--- src/rtl/maria_pkg.sv ---
// -----------------------------------------------------------------------------
// maria_pkg
// Shared types and constants for the Maria system-bus logic.
//   arb_state_t    : bus arbiter state encoding
//   ARB_WDOG_TICKS : consecutive idle DMA ticks tolerated while the DMA owns
//                    the bus before the grant is forcibly withdrawn
// -----------------------------------------------------------------------------
package maria_pkg;

  typedef enum logic [2:0] {
    ARB_CPU,
    ARB_HALT_WAIT,
    ARB_HALT_SYNC,
    ARB_DMA,
    ARB_TURN
  } arb_state_t;

  localparam int ARB_WDOG_TICKS = 16;
  localparam int ARB_WDOG_W     = $clog2(ARB_WDOG_TICKS + 1);

  // Count value on the tick that completes the idle run.
  localparam logic [ARB_WDOG_W-1:0] ARB_WDOG_LAST = ARB_WDOG_W'(ARB_WDOG_TICKS - 1);

  localparam logic [7:0] STEAL_MAX = 8'hFF;

endpackage

--- src/rtl/maria_bus_arb.sv ---
// -----------------------------------------------------------------------------
// maria_bus_arb
// Shares the 7800 system bus between the 6502 CPU and the Maria DMA engine.
// A DMA halt request pulls the CPU RDY line low, then the address bus is handed
// to the DMA only once the CPU is parked on a read cycle (the 6502 ignores RDY
// during writes). The grant is released through a one-tick turnaround, a
// watchdog withdraws the grant from a DMA that stops driving addresses, and the
// number of halted ticks per scanline is reported for debug.
//
// Ports
//   clk_sys   in   system clock
//   reset     in   synchronous, active-high reset
//   mclk0     in   Maria tick enable; state only advances when high
//   pclk1     in   CPU phi2 falling-edge strobe (coincident with mclk0)
//   hbs       in   line-start strobe
//   dma_halt  in   DMA halt request (level)
//   dma_drive in   DMA drives dma_addr this tick
//   dma_addr  in   DMA address
//   cpu_addr  in   CPU address
//   cpu_rw    in   CPU direction, 1 = read
//   cpu_dout  in   CPU write data
//   halt_n    out  CPU RDY, 0 = stop CPU
//   bus_grant out  1 = DMA owns the bus
//   bus_addr  out  muxed bus address
//   bus_rw    out  muxed bus direction
//   bus_dout  out  muxed write data
//   bus_err   out  sticky watchdog flag
//   steal_cnt out  halted ticks counted over the previous line
// -----------------------------------------------------------------------------
module maria_bus_arb
  import maria_pkg::*;
(
  input  logic        clk_sys,
  input  logic        reset,
  input  logic        mclk0,
  input  logic        pclk1,
  input  logic        hbs,
  input  logic        dma_halt,
  input  logic        dma_drive,
  input  logic [15:0] dma_addr,
  input  logic [15:0] cpu_addr,
  input  logic        cpu_rw,
  input  logic [7:0]  cpu_dout,
  output logic        halt_n,
  output logic        bus_grant,
  output logic [15:0] bus_addr,
  output logic        bus_rw,
  output logic [7:0]  bus_dout,
  output logic        bus_err,
  output logic [7:0]  steal_cnt
);

  arb_state_t              r_state;
  logic                    r_halt_n;
  logic                    r_bus_grant;
  logic                    r_bus_err;
  logic                    r_lockout;
  logic [15:0]             r_dma_addr_hold;
  logic [ARB_WDOG_W-1:0]   r_wdog_cnt;
  logic [7:0]              r_steal_run;
  logic [7:0]              r_steal_cnt;

  logic [15:0]             w_dma_addr;

  // ---------------------------------------------------------------------------
  // Arbitration FSM, all outputs registered.
  // ---------------------------------------------------------------------------
  always_ff @(posedge clk_sys) begin
    if (reset) begin
      r_state         <= ARB_CPU;
      r_halt_n        <= 1'b1;
      r_bus_grant     <= 1'b0;
      r_bus_err       <= 1'b0;
      r_lockout       <= 1'b0;
      r_dma_addr_hold <= 16'h0000;
      r_wdog_cnt      <= '0;
    end else if (mclk0) begin
      // A watchdog lockout only lifts once the DMA has let go of its request,
      // so a hung engine holding dma_halt high cannot immediately re-halt.
      if (!dma_halt) begin
        r_lockout <= 1'b0;
      end

      unique case (r_state)
        ARB_CPU: begin
          r_halt_n <= 1'b1;
          if (dma_halt && !r_lockout) begin
            r_halt_n <= 1'b0;
            r_state  <= ARB_HALT_WAIT;
          end
        end

        ARB_HALT_WAIT: begin
          // Abort takes priority over a coincident pclk1.
          if (!dma_halt) begin
            r_halt_n <= 1'b1;
            r_state  <= ARB_CPU;
          end else if (pclk1) begin
            r_state <= ARB_HALT_SYNC;
          end
        end

        ARB_HALT_SYNC: begin
          // The CPU only honours RDY on reads, so pending writes keep us here.
          if (!dma_halt) begin
            r_halt_n <= 1'b1;
            r_state  <= ARB_CPU;
          end else if (pclk1 && cpu_rw) begin
            r_bus_grant <= 1'b1;
            r_wdog_cnt  <= '0;
            r_state     <= ARB_DMA;
          end
        end

        ARB_DMA: begin
          if (dma_drive) begin
            r_dma_addr_hold <= dma_addr;
            r_wdog_cnt      <= '0;
          end else begin
            r_wdog_cnt <= r_wdog_cnt + 1'b1;
          end

          if (!dma_halt) begin
            r_bus_grant <= 1'b0;
            r_state     <= ARB_TURN;
          end else if (!dma_drive && (r_wdog_cnt == ARB_WDOG_LAST)) begin
            r_bus_grant <= 1'b0;
            r_bus_err   <= 1'b1;
            r_lockout   <= 1'b1;
            r_state     <= ARB_TURN;
          end
        end

        ARB_TURN: begin
          r_halt_n <= 1'b1;
          r_state  <= ARB_CPU;
        end

        default: begin
          r_halt_n    <= 1'b1;
          r_bus_grant <= 1'b0;
          r_state     <= ARB_CPU;
        end
      endcase
    end
  end

  // ---------------------------------------------------------------------------
  // Stolen-cycle counter. The hbs tick itself belongs to the new line.
  // ---------------------------------------------------------------------------
  always_ff @(posedge clk_sys) begin
    if (reset) begin
      r_steal_run <= 8'd0;
      r_steal_cnt <= 8'd0;
    end else if (mclk0) begin
      if (hbs) begin
        r_steal_cnt <= r_steal_run;
        r_steal_run <= r_halt_n ? 8'd0 : 8'd1;
      end else if (!r_halt_n && (r_steal_run != STEAL_MAX)) begin
        r_steal_run <= r_steal_run + 8'd1;
      end
    end
  end

  // ---------------------------------------------------------------------------
  // Bus mux, driven from the registered grant. A driving DMA passes its
  // address straight through; otherwise the last driven address is held.
  // ---------------------------------------------------------------------------
  always_comb begin
    w_dma_addr = dma_drive ? dma_addr : r_dma_addr_hold;
    bus_addr   = cpu_addr;
    bus_rw     = cpu_rw;
    bus_dout   = cpu_dout;
    if (r_bus_grant) begin
      bus_addr = w_dma_addr;
      bus_rw   = 1'b1;
      bus_dout = 8'h00;
    end
  end

  assign halt_n    = r_halt_n;
  assign bus_grant = r_bus_grant;
  assign bus_err   = r_bus_err;
  assign steal_cnt = r_steal_cnt;

endmodule

--- config.mk ---
export PLATFORM = sky130hd
export DESIGN_NAME = maria_bus_arb
export DESIGN_NICKNAME = d
export VERILOG_FILES = /design/src/rtl/maria_pkg.sv /design/src/rtl/maria_bus_arb.sv
export SDC_FILE = /design/constraint.sdc
export NUM_CORES = 1
export LEC_CHECK = 0
export CAP_MARGIN = 15
export CORE_AREA = 3 3 69 71
export CTS_CLUSTER_SIZE = 40
export DETAILED_ROUTE_END_ITERATION = 6
export DIE_AREA = 0 0 72 74
export DONT_BUFFER_PORTS = 1
export PLACE_DENSITY = 0.81
export RECOVER_POWER = 50
export SLEW_MARGIN = 20
export SYNTH_ARGS = -nofsm -noshare
export SYNTH_HDL_FRONTEND = slang
export SYNTH_SLANG_ARGS = --single-unit
--- constraint.sdc ---
create_clock -name clk_sys -period 2.1 [get_ports clk_sys]
set_clock_uncertainty 0.1 [all_clocks]
set_input_delay 0 -clock clk_sys [delete_from_list [all_inputs] [get_ports clk_sys]]
set_output_delay 0 -clock clk_sys [all_outputs]
set_load 0.03 [all_outputs]
# Word level (Yosys, flattened, before mapping)
# Cells that the tools add are included.
# classes
n_addsub,2
n_eq_ne,13
mux,31
n_bitwise,2
reduce_logical,20
# ops
operator,n
16-bit two-way mux,2
8-bit two-way mux,3
3-bit two-way mux,7
5-bit two-way mux,3
1-bit two-way mux,12
3-bit case mux with 4 select lines,1
5-bit case mux with 2 select lines,1
5-bit AND reduction,2
"3-bit != test, second input constant",3
"8-bit by 1-bit adder with 8-bit output, second input constant",1
"2-bit != test, second input constant",4
"8-bit != test, second input constant",1
4-bit AND reduction,2
"3-bit by 2-bit == test with 1-bit output, second input constant",2
1-bit case mux with 3 select lines,2
2-bit AND reduction,3
"5-bit by 1-bit adder with 5-bit output, second input constant",1
"5-bit by 4-bit == test with 1-bit output, second input constant",1
1-bit logical AND,4
2-bit nonzero test,2
"3-bit by 1-bit == test with 1-bit output, second input constant",1
"3-bit == test, second input constant",1
1-bit logical NOT,3
3-bit logical NOT,1
other kinds (4),5
# word_totals
reg_bits,44
inputBits,48
out_inout_bits,36
elab_cells,77

# Depth between registers and ports, before layout
# Gate-level depths: netlist (run 1).
# depth
depth_word,5
mapped_depth,7
mapped_depth_nobuf,7

# Worst setup path after synthesis (run 1)
# OpenSTA, ideal clock, no wires.
# synth_path
path_kind,flip-flop to flip-flop
from,reg r_wdog_cnt[0]
to,reg r_state[0]
setup_ns,0.072
arrival_ns,1.803
t_required_ns,1.928
path_slack_ns,0.126
path_stages_with_launch,8
path_buffers,0
synth_period_minus_slack_ns,1.974
cell_sequence,dfxtp_1 -> ha_1 -> and3_1 -> ha_1 -> and2b_1 -> or4_1 -> o311ai_1 -> mux2i_1
# synth_between
elab_chain_cells,4
# synth_lines
item,line_no,rtl
from (decl),maria_bus_arb.sv:59,logic [ARB_WDOG_W-1:0] r_wdog_cnt;
from (signal assigned),maria_bus_arb.sv:120,r_wdog_cnt <= r_wdog_cnt + 1'b1;
5-bit by 4-bit == test with 1-bit output,maria_bus_arb.sv:126,end else if (!dma_drive && (r_wdog_cnt == ARB_WDOG_LAST)) begin
1-bit logical AND,maria_bus_arb.sv:126,
3-bit != test (no source line),-,
5-bit AND reduction (no source line),-,
to (signal assigned),maria_bus_arb.sv:125,r_state <= ARB_TURN;
to (signal assigned),maria_bus_arb.sv:130,r_state <= ARB_TURN;
to (signal assigned),maria_bus_arb.sv:136,r_state <= ARB_CPU;
to (decl),maria_bus_arb.sv:53,arb_state_t r_state;
# No other way between the ends.
# A chain may end at the register's enable or synchronous reset.

# Worst setup path in the final report (run 1)
# Same ends and word-level chain as after synthesis.

==> results.md, run 1 <==
- Achievable frequency: 488 MHz
- Share of cells above drive strength 1: 0.103
- Mapped cell area: 2340 µm²
- First-pass GRT wire length: 9.05 mm
- Setup TNS: 0 ns
- Synth top area cells: dfxtp_1 38%, a21oi_1 12%, nand2_1 9.6%
- Power per cell area: between 500 and 600 nW/µm²
- Clock latency on the worst-skew pair: just under 0.3 ns
- Actual slew at the worst max-slew pin: between 0.8 and 0.9 ns
- Final Critical Period: 2.05 ns
- Synth cell types: 45
- Yosys top cell by area: dfxtp_1
- DR WL/cell: approximately 15 µm
- Initial Util: 0.544
- # fillers: 350
- Seq/Total Area, Yosys: 0.377
- Worst Path Arrival: 2.17 ns
- Core box area: 4290 µm²
- Hold WC Path Type: in -> reg
- Required time of the critical path: 2.22 ns
- Drt total wl: between 5 and 6 mm
- Static Leak: between 1 and 1.5 nW
- Critical Path Fanout Max: 5
- Vias: 2,347
- Largest net degree at the start of global routing: 44
- GPL Wtd Cong: 0.866
- Number of core rows: 24
- Crit-path slowest cell: or4_4
- Vias per cell: 5.84
- # IOs: 84
- Worst-path clk slew: approximately 0.08 ns
- Die width: 72 µm
- Startpoint Class: flop
- Seq cells post-synth: 44
- Most common cell in the netlist: nand2_1
- Share of the synthesized area in the top cell type: 0.377
- DIE AREA: 5330 µm²
- Sink Count: 44
- Main synth FF type: dfxtp_1
- CTS tree: yes
- Max-cap viol count: 0
- H-tree depth: 2
- CP endpoint kind: flop
- CTS buffer count: 5
- Antenna Nets Post-Route: 0
- Async SR Flop Fraction: 0
- Critical path class: reg -> reg
- Relative max-transition margin: 0.405
- Critical Path, Cell by Cell: ha_4 -> and3_1 -> ha_1 -> and2b_1 -> or4_4 -> o311ai_4 -> mux2i_1
- Placed wire-length estimate: ~3.8 mm
- Initial antenna violation count: 0
- Fin nets: 401
- All-Layer GR Usage: 0.210
- RSZ-0062 raised after global routing: no
- Final period util: 0.976
- Die Y: 74 µm
- Synthesized net count: 362
- PortBufs: 0
- Post-synth EDFFs: 0
- Vias in the first global route: 2,078
- Diodes inserted: 0
- Peak supply drop: 369 µV
- DRC Markers: 0
- CTS max path bufs: 2
- Slowest stage delay, CP: between 0.5 and 0.6 ns
- Outcome: finished, final reports clean
- Top cells by count, synth: 60 x nand2_1, 54 x a21oi_1, 44 x dfxtp_1, 25 x nor2_1, 18 x mux2i_1
- Initial DRT Pass Iterations: 5
- Post-synthesis cell count: 311
- Yosys Warn Count: 0
- # setup viols final: 0
- DRT iter0 DRCs: roughly 160
- Final slew viol count: 0
- Root Buffer Master: clkbuf_8
- Fin. Hold Viols: 0
- Area delta synth->final: 21.2%
- Power, Total: 1.59 mW
- Per-instance average area after synthesis: 7.51 µm²
- GR Overflow Total: 0
==> placed cells by master, fill, tap and decap left out, types with 4 or more instances in the layout <==
master         synthesis  routed
or4_1                  5       4
nor2_1                25      25
dfxtp_1               44      42
dlygate4sd3_1          0      24
nand2_1               60      60
clkbuf_1              10       8
inv_1                  9       9
o21ai_0                9       8
nand3_1               11      11
clkbuf_2               1      10
clkbuf_8               0       5
mux2i_1               18      18
nor2b_1                9       9
buf_4                  0       8
a21oi_1               54      54
==> final cells by class <==
| cell class | count | area [µm²] | share of cell area |
|---|---|---|---|
| Timing Repair Buffer | 51 | 400 | 0.141 |
| Multi-Input combinational cell | 237 | 1360 | 0.480 |
| Clock buffer | 5 | 68.8 | 0.0243 |
| Sequential cell | 44 | 883 | 0.312 |
| Clock inverter | 2 | 12.5 | 0.00442 |
| Inverter | 11 | 41.3 | 0.0146 |
| Tap cell | 52 | 65.1 | 0.0230 |
==> cells by family after synthesis <==
family                   count (synthesis)  synth area share
multiplexers                            19            0.0819
flip-flops                              44             0.377
adder cells (fa/ha/maj)                  3            0.0161
AND/OR/NAND/NOR                        132             0.266
AO/OA/AOI/OAI                           83             0.204
buffers and inverters                   30            0.0552
==> critical path: cells and delay by family, from the launching register on <==
family	cells	cell delay [ns]
simple gates	3	0.88
mux	1	0.22
flops	1	0.35
fa+ha+maj	2	0.33
compound gates	1	0.10
==> through the flow <==
step                setup slack (ns)  instance area, µm²  utilization  hold WS (ns)  instances
detailed placement           -0.0103                2500        0.582       -0.0255        369
global placement              0.0722                2500        0.582       -0.0264        369
global route                  0.0153                2830        0.659        0.0439        402
CTS                           0.0220                2850        0.663        0.0105        401
finish                        0.0503                2830        0.659        0.0167        402
floorplan                      0.126                2340            -       0.00366        311
==> power by group <==
| group | total [mW] | internal, mW | switching (mW) |
|---|---|---|---|
| combinational | 0.235 | 0.0949 | 0.141 |
| sequential | 0.859 | 0.840 | 0.0192 |
| clock | 0.491 | 0.225 | 0.266 |
==> sequential cells by signal, summed over array words and instances (netlist names) <==
signal           cells
r_lockout            1
r_dma_addr_hold     16
bus_err              1
r_wdog_cnt           5
halt_n               1
bus_grant            1
r_state              3
r_steal_run          8
steal_cnt            8
==> final timing paths <==
path | startpoint | to | slack [ns] | cells past startpoint
worst max register to register | r_wdog_cnt[0]$_SDFFE_PP0P_ | r_state[0]$_SDFFE_PP0P_ | 0.05 | 7
worst max-delay path | r_wdog_cnt[0]$_SDFFE_PP0P_ | r_state[0]$_SDFFE_PP0P_ | 0.05 | 7
worst min register to register | r_dma_addr_hold[6]$_SDFFE_PP0P_ | r_dma_addr_hold[6]$_SDFFE_PP0P_ | 0.36 | 2
worst min-delay path | mclk0 | r_wdog_cnt[1]$_SDFFE_PP0P_ | 0.02 | 3
==> routing by layer <==
metal  global-route usage  vias up  routed length, µm
met4               0.0689        0                 17
met3               0.0500        4                592
met5                    0        -                  0
met1                0.239     1056               2370
li1                     -     1174                  -
met2                0.386      113               2900
==> repair_timing <==
action                                  CTS  global route
endpoints found under the hold margin    44             0
setup buffers                             0             1
resized for setup                         1             8
endpoints found under the setup margin    1             2
hold buffers                             25             0
Note: power is estimated with default switching activity, not from simulation.
==> run 2, diff against run 1 <==
--- a/constraint.sdc
+++ b/constraint.sdc
@@ -3,3 +3,3 @@
 set_input_delay 0 -clock clk_sys [delete_from_list [all_inputs] [get_ports clk_sys]]
 set_output_delay 0 -clock clk_sys [all_outputs]
-set_load 0.03 [all_outputs]
+set_load 0.01 [all_outputs]
==> run 2 against run 1 <==
Net effect: clock power grew 29%; routed wire length grew 0.22%; first-iteration DRC count grew 9.0%; via count shrank 2.1%; critical endpoint unchanged; largest cell class unchanged; highest routed layer unchanged.
==> results.md, run 2 (synthesis gave the netlist of run 1 again) <==
- Outcome: finished, final reports clean
- Max reg flops: 16 (unchanged)
- Worst-path clk slew: 0.08 ns (about the same)
- Peak supply drop: 451 µV (+22%)
- Vias per cell: 6.03 (+3.3%)
- Met2 Use GR: 0.369 (-0.0163)
- Sink Count: 44 (unchanged)
- Root Buffer Master: clkbuf_8
- Max-cap viol count: 0 (unchanged)
- CTS tree: yes
- GR Overflow Total: 0 (unchanged)
- Critical Path Fanout Max: 5 (unchanged)
- Slowest stage delay, CP: 0.49 ns (-0.02 ns)
- Critical Path Stages: 7 (unchanged)
- Crit-path slowest cell: or4_4
- DR WL/cell: 15.5 µm (+5.7%)
- Vias in the first global route: 2,045 (-1.6%)
- Antenna Nets Post-Route: 0 (unchanged)
- Actual slew at the worst max-slew pin: 0.739 ns (-0.153 ns)
- Setup TNS: 0 ns (unchanged)
- Gr busiest metal: met2
- Setup WS post-layout: 0.0591 ns (+0.00884 ns)
- DRC Markers: 0 (unchanged)
- Diodes inserted: 0 (unchanged)
- WHS Path Cells: 1 (-2)
- Post-layout util: 0.635 (-0.0248)
- # IOs: 84 (unchanged)
- Final period util: 0.972 (-0.00421)
- GPL Wtd Cong: 0.847 (-2.2%)
- Routing usage on met1: 0.246 (+0.00634)
- Place WS: 0.0448 ns (+0.0551 ns)
- R2r worst-path depth: 7 (unchanged)
- Startpoint Class: flop
- Area delta synth->final: 16.7%
- H-tree depth: 2 (unchanged)
- Vias: 2,297 (-2.1%)
- Hold Slack: 0.00863 ns (-0.00806 ns)
- Final Critical Period: 2.04 ns (-0.00884 ns)
- Most flops, register: r_dma_addr_hold
- # fillers: 356 (+1.7%)
- All-Layer GR Usage: 0.209 (-0.000359)
- Buf/Inv on CP: 0 (unchanged)
- Placed wire-length estimate: 3.69 mm (-3.0%)
- Fin nets: 379 (-5.5%)
- Commonest non-fill, non-tap cell in the layout: nand2_1
- DRT iter0 DRCs: 169 (+9.0%)
- Final slew viol count: 0 (unchanged)
- Initial Util: 0.544 (unchanged)
- CTS buffer count: 5 (unchanged)
- Clock latency on the worst-skew pair: 0.29 ns (about the same)
- DIE AREA: 5330 µm² (unchanged)
- Die width: 72 µm (unchanged)
- # setup viols final: 0 (unchanged)
- Family with the most delay on the worst path: simple AND/OR/NAND/NOR gates
- Largest net degree at the start of global routing: 43 (-2.3%)
- Critical path class: reg -> reg
- Achievable frequency: 490 MHz (+0.43%)
- Static Leak: 0.987 nW (-5.2%)
- Core box area: 4290 µm² (unchanged)
- Initial antenna violation count: 0 (unchanged)
- Met3 Track Usage GR: 0.0568 (+0.00676)
- Power per cell area: 608 nW/µm² (+8.5%)
- Worst Path Arrival: 2.17 ns (about the same)
- Most frequent cells in the layout: 60 x nand2_1, 54 x a21oi_1, 43 x dfxtp_1
- Power, Total: 1.66 mW (+4.5%)
- Die Y: 74 µm (unchanged)
- Drt total wl: 5.90 mm (+0.22%)
- Relative max-transition margin: 0.507 (+0.102)
- Fin. Hold Viols: 0 (unchanged)
- CP endpoint kind: flop
- Number of core rows: 24 (unchanged)
- CTS max path bufs: 2 (unchanged)
- Initial DRT Pass Iterations: 4 (-1)
- Required time of the critical path: 2.23 ns (about the same)
- Share of cells above drive strength 1: 0.0699 (-0.0329)
- Critical Path, Cell by Cell: ha_2 -> and3_1 -> ha_1 -> and2b_2 -> or4_4 -> o311ai_2 -> mux2i_1
- Hold WC Path Type: in -> out
- PortBufs: 0 (unchanged)
- First-pass GRT wire length: 8.98 mm (-0.76%)
- RSZ-0062 raised after global routing: no
-- run 2: through the flow --
step	area [µm²]	instances
floorplan	2340	311
global placement	2330	346
detailed placement	2330	346
CTS	2700	379
global route	2730	381
finish	2730	381
-- run 2: cell type report --
| class | instances | area [µm²] | share of cell area |
|---|---|---|---|
| Clock inverter | 2 | 35.0 | 0.0129 |
| Clock buffer | 6 | 72.6 | 0.0266 |
| Tap cell | 52 | 65.1 | 0.0239 |
| Sequential cell | 44 | 882 | 0.324 |
| Inverter | 11 | 41.3 | 0.0152 |
| Timing Repair Buffer | 29 | 288 | 0.106 |
| Multi-Input combinational cell | 237 | 1340 | 0.492 |
-- run 2: final timing paths --
path              slack (ns)                       startpoint                               to
setup / recovery        0.06       r_wdog_cnt[0]$_SDFFE_PP0P_          r_state[0]$_SDFFE_PP0P_
hold / removal         0.009                           cpu_rw                           bus_rw
setup reg to reg        0.06       r_wdog_cnt[0]$_SDFFE_PP0P_          r_state[0]$_SDFFE_PP0P_
hold reg to reg         0.36  r_dma_addr_hold[6]$_SDFFE_PP0P_  r_dma_addr_hold[6]$_SDFFE_PP0P_
-- run 2: where the power goes --
group	leakage [nW]	total (mW)	switching, mW	internal (mW)
sequential	0.355	0.857	0.0171	0.840
clock	0.0552	0.631	0.278	0.353
combinational	0.576	0.169	0.0927	0.0763
total	0.987	1.66	0.387	1.27
-- run 2: worst register-to-register path, delay by kind of cell (launching register included) --
family                   cells  cell delay (ns)
AND/OR/NAND/NOR              3             0.89
flip-flops                   1             0.34
multiplexers                 1             0.20
AO/OA/AOI/OAI                1             0.10
adder cells (fa/ha/maj)      2             0.35
-- run 2: timing repair --
action | 4_1_cts | 5_1_grt
hold buffers | 25 | 0
hold endpoints to repair | 44 | 0
setup buffers | 0 | 2
setup endpoints to repair | 0 | 2
gates resized for setup | 0 | 5
-- run 2: metal layers --
layer  wire, µm  share of wire
met1       2400           0.41
met2       2930           0.50
met3        481          0.082
met4         92          0.016
met5          0              0
